## src/rtl/capture_analog_pkg.sv

```systemverilog
// capture_analog_pkg
//   Shared types and sizing helpers for the triggered capture block.
//   - state_t      : capture state machine encoding
//   - SAMPLE_CNT_W : width of the shared sample/handshake counter
//   - ptr_width()  : address width for a DEPTH-entry ring buffer
package capture_analog_pkg;

  typedef enum logic [2:0] {
    ST_IDLE  = 3'd0,
    ST_PRE   = 3'd1,
    ST_ARMED = 3'd2,
    ST_POST  = 3'd3,
    ST_DRAIN = 3'd4
  } state_t;

  // Wide enough to count up to DEPTH for any buffer up to 64k samples.
  localparam int SAMPLE_CNT_W = 17;

  function automatic int ptr_width(input int depth);
    return (depth > 1) ? $clog2(depth) : 1;
  endfunction

endpackage

```

## src/rtl/capture_ring_mem.sv

```systemverilog
// capture_ring_mem
//   Simple dual-port DEPTH x WIDTH sample store. One write port, one
//   registered read port, no reset (maps onto block RAM).
// Ports:
//   clk     : clock
//   wr_en   : write strobe
//   wr_addr : write address
//   wr_data : write data
//   rd_en   : read enable; rd_data holds its value while low
//   rd_addr : read address
//   rd_data : registered read data
module capture_ring_mem
  import capture_analog_pkg::*;
#(
  parameter int WIDTH = 16,
  parameter int DEPTH = 64
) (
  input  logic                        clk,
  input  logic                        wr_en,
  input  logic [ptr_width(DEPTH)-1:0] wr_addr,
  input  logic [WIDTH-1:0]            wr_data,
  input  logic                        rd_en,
  input  logic [ptr_width(DEPTH)-1:0] rd_addr,
  output logic [WIDTH-1:0]            rd_data
);

  logic [WIDTH-1:0] mem [DEPTH];

  always_ff @(posedge clk) begin
    if (wr_en) begin
      mem[wr_addr] <= wr_data;
    end
    if (rd_en) begin
      rd_data <= mem[rd_addr];
    end
  end

endmodule

```

## src/rtl/capture_analog.sv

```systemverilog
// capture_analog
//   Pre/post-trigger capture of a decimated signed sample stream into a
//   ring buffer, followed by an oldest-first valid/ready dump.
// Ports:
//   clk        : clock (rising edge)
//   rst_n      : asynchronous active-low reset, release synchronised
//   in         : input sample mantissa (signed)
//   level      : trigger threshold, same format as in
//   arm        : start one capture (IDLE only)
//   force_trig : trigger on the next strobe (ARMED only)
//   out        : dumped sample (0 when out_valid is low)
//   out_valid  : out holds a valid sample
//   out_ready  : downstream accepts out
//   busy       : high outside IDLE
//   done       : one-cycle pulse on the last accepted sample
module capture_analog
  import capture_analog_pkg::*;
#(
  parameter int IN_WIDTH    = 16,
  parameter int IN_EXPONENT = -12,
  parameter int DEPTH       = 64,
  parameter int PRE_TRIG    = 16,
  parameter int DECIM       = 1
) (
  input  logic                       clk,
  input  logic                       rst_n,
  input  logic signed [IN_WIDTH-1:0] in,
  input  logic signed [IN_WIDTH-1:0] level,
  input  logic                       arm,
  input  logic                       force_trig,
  output logic signed [IN_WIDTH-1:0] out,
  output logic                       out_valid,
  input  logic                       out_ready,
  output logic                       busy,
  output logic                       done
);

  localparam int AW = ptr_width(DEPTH);
  localparam int DW = (DECIM > 1) ? $clog2(DECIM) : 1;

  // in, level and out share one fixed-point format, so all arithmetic works
  // on raw mantissas. A configuration outside the supported range never
  // leaves IDLE rather than capturing garbage.
  localparam bit CFG_OK = (DEPTH >= 4) && ((DEPTH & (DEPTH - 1)) == 0) &&
                          (PRE_TRIG >= 1) && (PRE_TRIG <= DEPTH - 2) &&
                          (DECIM >= 1) && (DEPTH < (2 ** (SAMPLE_CNT_W - 1))) &&
                          (IN_EXPONENT >= -1022) && (IN_EXPONENT <= 1023);

  localparam logic [SAMPLE_CNT_W-1:0] PRE_LAST   = SAMPLE_CNT_W'(PRE_TRIG - 1);
  localparam logic [SAMPLE_CNT_W-1:0] POST_LAST  = SAMPLE_CNT_W'(DEPTH - PRE_TRIG - 1);
  localparam logic [SAMPLE_CNT_W-1:0] DRAIN_LAST = SAMPLE_CNT_W'(DEPTH - 1);
  localparam logic [SAMPLE_CNT_W-1:0] DEPTH_CNT  = SAMPLE_CNT_W'(DEPTH);
  localparam logic [DW-1:0]           DEC_LAST   = DW'(DECIM - 1);

  state_t                     state_reg, state_next;
  logic                       run_ok_reg;
  logic [AW-1:0]              wr_ptr_reg, rd_ptr_reg;
  logic [SAMPLE_CNT_W-1:0]    cnt_reg;
  logic [DW-1:0]              dec_reg;
  logic signed [IN_WIDTH-1:0] prev_reg;
  logic                       force_pend_reg;
  logic                       out_valid_reg;
  logic [IN_WIDTH-1:0]        rd_data;

  logic                    capturing, strobe, crossing, trig, hs, rd_en;
  logic                    pre_last, post_last, drain_last;
  logic [SAMPLE_CNT_W-1:0] issued;

  assign capturing  = (state_reg == ST_PRE) || (state_reg == ST_ARMED) ||
                      (state_reg == ST_POST);
  assign strobe     = capturing && (dec_reg == '0);
  assign crossing   = (prev_reg < level) && (in >= level);
  // A pending force, a same-cycle force and a crossing all collapse into
  // one trigger on the strobe.
  assign trig       = (state_reg == ST_ARMED) && strobe &&
                      (crossing || force_pend_reg || force_trig);
  assign hs         = out_valid_reg && out_ready;
  assign pre_last   = strobe && (cnt_reg == PRE_LAST);
  assign post_last  = strobe && (cnt_reg == POST_LAST);
  assign drain_last = hs && (cnt_reg == DRAIN_LAST);

  // Reads issued so far = accepted samples + the one currently presented.
  // A new read is launched when the output slot is empty or being taken,
  // giving one sample per clock and a frozen rd_data during stalls.
  assign issued = cnt_reg + SAMPLE_CNT_W'(out_valid_reg);
  assign rd_en  = (state_reg == ST_DRAIN) && (issued < DEPTH_CNT) &&
                  (!out_valid_reg || out_ready);

  // ---------------- state register ----------------
  always_ff @(posedge clk or negedge rst_n) begin
    if (!rst_n) begin
      state_reg <= ST_IDLE;
    end else begin
      state_reg <= state_next;
    end
  end

  // ---------------- next-state logic ----------------
  always_comb begin
    state_next = state_reg;
    unique case (state_reg)
      ST_IDLE:  if (arm && run_ok_reg && CFG_OK) state_next = ST_PRE;
      ST_PRE:   if (pre_last)   state_next = ST_ARMED;
      ST_ARMED: if (trig)       state_next = ST_POST;
      ST_POST:  if (post_last)  state_next = ST_DRAIN;
      ST_DRAIN: if (drain_last) state_next = ST_IDLE;
      default:  state_next = ST_IDLE;
    endcase
  end

  // ---------------- outputs ----------------
  always_comb begin
    busy      = (state_reg != ST_IDLE);
    done      = (state_reg == ST_DRAIN) && drain_last;
    out_valid = out_valid_reg;
    // The RAM output is never reset, so mask it until a sample is valid.
    out       = out_valid_reg ? $signed(rd_data) : '0;
  end

  // ---------------- datapath registers ----------------
  always_ff @(posedge clk or negedge rst_n) begin
    if (!rst_n) begin
      run_ok_reg     <= 1'b0;
      wr_ptr_reg     <= '0;
      rd_ptr_reg     <= '0;
      cnt_reg        <= '0;
      dec_reg        <= '0;
      prev_reg       <= '0;
      force_pend_reg <= 1'b0;
      out_valid_reg  <= 1'b0;
    end else begin
      // Reset asserts asynchronously everywhere, but leaving IDLE waits for
      // this flag, so release is seen on a clean clock edge.
      run_ok_reg <= 1'b1;

      // Decimation phase is held at zero in IDLE, so the first clock after
      // arm is always a strobe.
      if (!capturing) begin
        dec_reg <= '0;
      end else if (dec_reg == DEC_LAST) begin
        dec_reg <= '0;
      end else begin
        dec_reg <= dec_reg + 1'b1;
      end

      if (strobe) begin
        wr_ptr_reg <= wr_ptr_reg + 1'b1;
        prev_reg   <= in;
      end

      force_pend_reg <= (state_reg == ST_ARMED) && !trig &&
                        (force_pend_reg || force_trig);

      unique case (state_reg)
        ST_IDLE:  cnt_reg <= '0;
        ST_PRE:   if (strobe) cnt_reg <= pre_last ? '0 : cnt_reg + 1'b1;
        // The trigger sample is the first of the post-trigger samples.
        ST_ARMED: if (trig) cnt_reg <= SAMPLE_CNT_W'(1);
        ST_POST:  if (strobe) cnt_reg <= post_last ? '0 : cnt_reg + 1'b1;
        ST_DRAIN: if (hs) cnt_reg <= drain_last ? '0 : cnt_reg + 1'b1;
        default:  cnt_reg <= '0;
      endcase

      // The final post-trigger write lands on this same edge, so the oldest
      // entry (wr_ptr - DEPTH) is one past the address being written.
      if ((state_reg == ST_POST) && post_last) begin
        rd_ptr_reg <= wr_ptr_reg + 1'b1;
      end else if (rd_en) begin
        rd_ptr_reg <= rd_ptr_reg + 1'b1;
      end

      if (rd_en) begin
        out_valid_reg <= 1'b1;
      end else if (hs) begin
        out_valid_reg <= 1'b0;
      end
    end
  end

  capture_ring_mem #(
    .WIDTH (IN_WIDTH),
    .DEPTH (DEPTH)
  ) u_mem (
    .clk     (clk),
    .wr_en   (strobe),
    .wr_addr (wr_ptr_reg),
    .wr_data (in),
    .rd_en   (rd_en),
    .rd_addr (rd_ptr_reg),
    .rd_data (rd_data)
  );

endmodule

```

## config.mk

```make
export PLATFORM = sky130hd
export DESIGN_NAME = capture_analog
export DESIGN_NICKNAME = d
export VERILOG_FILES = /design/src/rtl/capture_analog_pkg.sv /design/src/rtl/capture_ring_mem.sv /design/src/rtl/capture_analog.sv
export SDC_FILE = /design/constraint.sdc
export NUM_CORES = 1
export LEC_CHECK = 0
export BUFFER_PORTS_ARGS = -buffer_cell sky130_fd_sc_hd__buf_2
export CORE_UTILIZATION = 63
export DETAILED_ROUTE_END_ITERATION = 10
export GPL_TIMING_DRIVEN = 0
export PLACE_DENSITY = 0.8
export SETUP_SLACK_MARGIN = 0.4
export SKIP_CTS_REPAIR_TIMING = 1
export SKIP_LAST_GASP = 1
export SYNTH_ARGS = -nofsm -noshare
export SYNTH_HDL_FRONTEND = slang
export SYNTH_SLANG_ARGS = --single-unit
```

## constraint.sdc

```tcl
create_clock -name clk -period 3.8 [get_ports clk]
set_input_delay 0.38 -clock clk [delete_from_list [all_inputs] [get_ports clk]]
set_output_delay 0.38 -clock clk [all_outputs]
set_load 0.02 [all_outputs]
```

# [Word-level counts from Yosys, hierarchy flattened]
# Memories as Yosys holds them, arrays and structs flattened. A register that Yosys moved wholly into a read port is not among the register bits.
# Cells that the tools add are included.
[word_totals] register_bits=52 ramBits=1024 inputBits=37 out_inout_bits=19 elab_cells=86 n_memories=1
[op_classes] addsub=5 order_cmp=3 n_eq_ne=15 mux=23 bitwise=1 n_reduce_logical=29
[memory_table] name="u_mem.mem" words=64 width=16 rd=1 rd_clocked_by_memory_dff=1 wr=1 line_no="capture_ring_mem.sv:27" source="logic [WIDTH-1:0] mem [DEPTH];"
[op_table] cell="$mux 17" count=7
[op_table] cell="$pmux 17 s4" count=1
[op_table] cell="$eq 17x6->1 const B" count=2
[op_table] cell="$add 17x1->17" count=1
[op_table] cell="$add 17x1->17 const B" count=1
[op_table] cell="$eq 17x4->1 const B" count=1
[op_table] cell="$lt 17x7->1 const B" count=1
[op_table] cell="$ge 16x16->1" count=1
[op_table] cell="$lt 16x16->1" count=1
[op_table] cell="$mux 16" count=1
[op_table] cell="$ne 2x2->1 const B" count=8
[op_table] cell="$logic_and 1x1->1" count=15
[op_table] cell="$mux 3" count=5
[op_table] cell="$pmux 3 s5" count=1
[op_table] cell="$add 6x1->6 const B" count=2
[op_table] cell="$mux 6" count=2
[op_table] cell="$eq 3x2->1 const B" count=2
[op_table] cell="$logic_or 1x1->1" count=6
[op_table] cell="$mux 1" count=6
[op_table] cell="$reduce_and 5->1" count=1
[op_table] cell="$reduce_and 4->1" count=1
[op_table] cell="$reduce_bool 2->1" count=2
[op_table] cell="$eq 3x1->1 const B" count=1
[op_table] cell="$eq 3x3->1 const B" count=1
[op_table] cell="other kinds (5)" count=6

# [Depth between registers and ports, before layout]
[logic_depth] word_depth=9 mapped_depth=10 depth_no_buf=8

# [Modules after synthesis]
# A second synthesis with hierarchy kept.
[unflattened] hier_cells=2263 hier_area_um2=43910.9
[by_module_without_submodules] module="capture_ring_mem" n_inst=1 cells_each=1829 area_each_um2=40202.3 seq_area_each_um2=31230.0
[by_module_without_submodules] module="capture_analog" n_inst=1 cells_each=434 area_each_um2=3708.6 seq_area_each_um2=1276.2

# [Least setup slack after synthesis]
# Ideal clock, no wire load.
[synth_path] kind="flip-flop to flip-flop" from="register rd_ptr_reg[0]" to="register u_mem.rd_data[0], read port of u_mem.mem (data pin)" setup_ns=0.272 arrival_time_ns=2.528 t_required_ns=3.528 slack_ns=1.000 path_stages_with_launch=6 n_path_buf=2 synth_period_minus_slack_ns=2.800 path_cell_list="dfrtp_1 -> clkbuf_1 -> buf_1 -> mux4_2 -> mux4_2 -> mux4_2"
[synth_rtl] item="start, declared" line_no="capture_analog.sv:57" source="logic [AW-1:0] wr_ptr_reg, rd_ptr_reg;"
[synth_rtl] item="start signal, assigned" line_no="capture_analog.sv:167" source="rd_ptr_reg <= wr_ptr_reg + 1'b1;"
[synth_rtl] item="start signal, assigned" line_no="capture_analog.sv:169" source="rd_ptr_reg <= rd_ptr_reg + 1'b1;"
[synth_rtl] item="end, declared" line_no="capture_ring_mem.sv:24" source="output logic [WIDTH-1:0] rd_data"

# [Final worst setup path]
[layout_path] from="register state_reg[1]" to="memory u_mem.mem[3][3], enable pin"
[layout_via] elab_chain_cells=6 word_cells_on_any_way=8 cone_classes="3 x eq/ne; 2 x mux; 3 x reduce/logical"
[layout_lines] item="start, declared" line_no="capture_analog.sv:55" source="state_t state_reg, state_next;"
[layout_lines] item="start signal, assigned" line_no="capture_analog.sv:94" source="state_reg <= state_next;"
[layout_lines] item="$eq 3x1->1 / $eq 3x2->1 (equally long branches)" line_no="capture_analog.sv:69" source="assign capturing = (state_reg == ST_PRE) || (state_reg == ST_ARMED) ||"
[layout_lines] item="$logic_or 1x1->1" line_no="capture_analog.sv:69"
[layout_lines] item="$logic_or 1x1->1 *" line_no="capture_analog.sv:69"
[layout_lines] item="$logic_and 1x1->1 *" line_no="capture_analog.sv:71" source="assign strobe = capturing && (dec_reg == '0);"
[layout_lines] item="$mux 1 *" line_no="capture_ring_mem.sv:30" source="if (wr_en) begin"
[layout_lines] item="$mux 1 (implied by the code) *" line_no="capture_ring_mem.sv:31" source="mem[wr_addr] <= wr_data;"
[layout_lines] item="end, declared" line_no="capture_ring_mem.sv:27"
# Mark *: on every way between the ends. The rest lies on a longest branch, timed or not.

==> flow_summary_export.csv <==
group,metric,value,unit
timing,setup_viol,0,
timing,worst_pin_slew,1440,ps
drt,ant_nets,0,
timing,max_slew_margin,3.78,%
finish,final_nets,2216,
logic_synthesis,synth_cells,1959,
pwr,p_leak,16.0,nW
clocking,numCtsBuffers,103,
finish,layout_commonest_cell,"edfxtp_1",
drt,num_vias,22480,
logic_synthesis,synth_area,43200,um^2
grt,grt_max_degree,67,
worst_setup_path,crit_arrival,3700,ps
clocking,cts_root_buffer,"clkbuf_16",
timing,fin_crit_sh,90.1,%
drt,highest_layer,"met4",
timing,whs,-31.4,ps
placement,place_congestion,0.909,
die,initial_utilization,63.9,%
logic_synthesis,synth_seq_cells,1091,
pwr,pwr-share-comb,1.4,%
grt,grtUsageTotal,32.6,%
run_status,violations,"hold timing",
drt,wl,111,mm
hold_path,hp-class,"input pin to async pin",
logic_synthesis,synth_fp_nets,2030,
logic_synthesis,yosysWarnings,0,
grt,antenna_found_initial,3,
finish,final_cells,3108,
timing,maxSlewViolCount,0,
drt,met1_length,39.2,mm
grt,globalRoute.totalOverflow,0,
logic_synthesis,synth_flop_cell,"edfxtp_1",
placement,place_inst,2910,
die,die_w,264,um
drt,viasPerCell,7.23,
clocking,clock_sinks,1091,
pwr,clkPwrFrac,42.9,%
pwr,switching_share,20.3,%
timing,fmax,292,MHz
timing,hold_violations,18,
finish,area_delta_synth_final,12.2,%
drt,wl_per_cell,35.7,um
clocking,h-tree-depth,3,
placement,hpwl,63.7,mm
pwr,switching_power,4.80,mW
clocking,clk_latency,660,ps
die,io_pins,56,
worst_setup_path,cp-start-kind,"flip-flop",
die,die_height,264,um
job,cap_violations,0,
grt,grt_pass1_wl,159,mm
finish,drive_above_1_share,32.4,%
logic_synthesis,synth.distinct_cells,63,
drt,drc,0,
timing,period_needed,3430,ps
worst_setup_path,required,4070,ps
placement,dp_slack,-422,ps
logic_synthesis,syn_area_per_cell,22.0,um^2
drt,dr_wl_met2,54.1,mm
pwr,pwr-share-seq,55.7,%
drt,drtPass1Iterations,6,
timing,fin_worst_skew,33.9,ps
drt,route.met3.wl,12.3,mm
timing,rsz0062_at_grt,"true",
die,die-area,69600,um^2
worst_setup_path,path_max_fanout,16,
die,design.core.area,67500,um^2
logic_synthesis,seq_area_frac_synth,75.3,%
timing,fin_ws,374,ps
worst_setup_path,endpoint_kind,"flip-flop",
clocking,clk_pin_slew,70,ps
pwr,intPower,18.9,mW
pwr,ir_drop,0.344,mV
logic_synthesis,synth_edf_count,1040,
placement,port_buffers,55,
finish,largest_reg_flops,1024,
clocking,cts_tree,"yes",
pwr,cellPowerDensity,489,nW/um^2
clocking,cts_buffer_depth,3,
drt,drtIter0Drc,3897,
run_status,outcome,"finished with violations",
worst_setup_path,critPathKind,"flip-flop to flip-flop",
finish,final_cell_mix,"1040 x edfxtp_1, 336 x mux4_2, 104 x clkbuf_16",
die,fp-row-count,95,
grt,grt_pass1_vias,22380,
logic_synthesis,async_flop_share,4.67,%
[per-stage QoR]
step / utilization, % / setup TNS, ps / total power [mW] / area, um^2
final: 71.7 / 0 / 23.7 / 48400
after global routing: 71.7 / 0 / 24.1 / 48400
after CTS: 71.4 / -6190 / 23.7 / 48200
after detailed placement: 66.5 / -5710 / 13.8 / 44900
after global placement: 66.0 / -4140 / 13.7 / 44500
after floorplan: - / 0 / 13.5 / 43200
[cells by family (layout without fill, tap and decap cells)]
| group | after synthesis | count (layout) | share of synthesized area, % |
|---|---|---|---|
| DFF | 1091 | 1091 | 75.3 |
| muxes | 355 | 355 | 18.0 |
| and+or+nand+nor | 245 | 245 | 2.81 |
| buffers and inverters | 135 | 410 | 1.27 |
| AOI/OAI and AO/OA | 87 | 87 | 1.39 |
| adders and majority gates | 34 | 34 | 0.985 |
| xor gates and xnor gates | 10 | 10 | 0.203 |
| other | 2 | 3 | 0.0174 |
[Yosys cell counts (all sizes together), types with 2 or more instances]
library cell  number  area share [%]
or4                4           0.070
o31ai              4           0.070
dfrtp             51             3.0
or2                3           0.043
nor3              12            0.14
nor2              98            0.85
mux2              18            0.47
nor4               6            0.10
xnor2              9            0.18
nand3             29            0.34
nand2b             6           0.087
conb               2           0.017
ha                34            0.99
edfxtp          1040              72
a21oi             11            0.13
a211oi             2           0.035
a41oi              4           0.081
nand3b             2           0.035
clkbuf            70            0.61
and4               3           0.061
a2111o             2           0.052
inv               31            0.27
a31oi             12            0.17
o21ai             21            0.24
nor2b              3           0.043
nand4             15            0.23
o22ai              3           0.043
nand2             28            0.24
o211ai             2           0.035
and2              17            0.25
o2bb2ai            2           0.041
buf               34            0.39
or3                5           0.072
mux4             336              18
a21o               3           0.052
and3               7            0.11
a22o              11            0.22
or3b               3           0.061
[power by group through the flow]
| stage | logic (mW) | clock network [mW] | registers (mW) |
|---|---|---|---|
| after detailed placement | 0.315 | 0 | 13.4 |
| after global placement | 0.288 | 0 | 13.4 |
| after floorplan | 0.0691 | 0 | 13.4 |
| final | 0.332 | 10.2 | 13.2 |
| after CTS | 0.322 | 10.2 | 13.2 |
| after global routing | 0.356 | 10.6 | 13.2 |
[critical path: stages, from the launching register on]
cell	delay [ps]
dfrtp_1	350
clkbuf_1	340
o21bai_1	290
nor2_1	290
nand3_1	700
nor2_2	1060
[layer usage]
layer,track usage (%),vias up
met1,44.4,11706
met2,52.4,1799
met4,13.7,0
met5,0,-
li1,-,8646
met3,6.76,329
[worst paths after layout]
check | from | endpoint | slack, ps | cells past startpoint
max in group asynchronous | rst_n | prev_reg[5] | 3060 | 1
setup / recovery | state_reg[1] | u_mem.mem[3][3] | 370 | 5
hold / removal | rst_n | cnt_reg[12] | -30 | 1
setup reg to reg | state_reg[1] | u_mem.mem[3][3] | 370 | 5
min in group clk | arm | state_reg[0] | 190 | 4
hold reg to reg | prev_reg[0] | prev_reg[0] | 500 | 2
[layout make-up]
cell class | instances | area (um^2)
Antenna cell | 1 | 2.50
Buffer | 104 | 534
Clock buffer | 121 | 2670
Clock inverter | 73 | 616
Fill cell | 3633 | 19100
Inverter | 31 | 116
Multi-Input combinational cell | 733 | 10300
Sequential cell | 1091 | 32500
Tap cell | 873 | 1090
Timing Repair Buffer | 81 | 626
(Power assumes the default switching activity.)
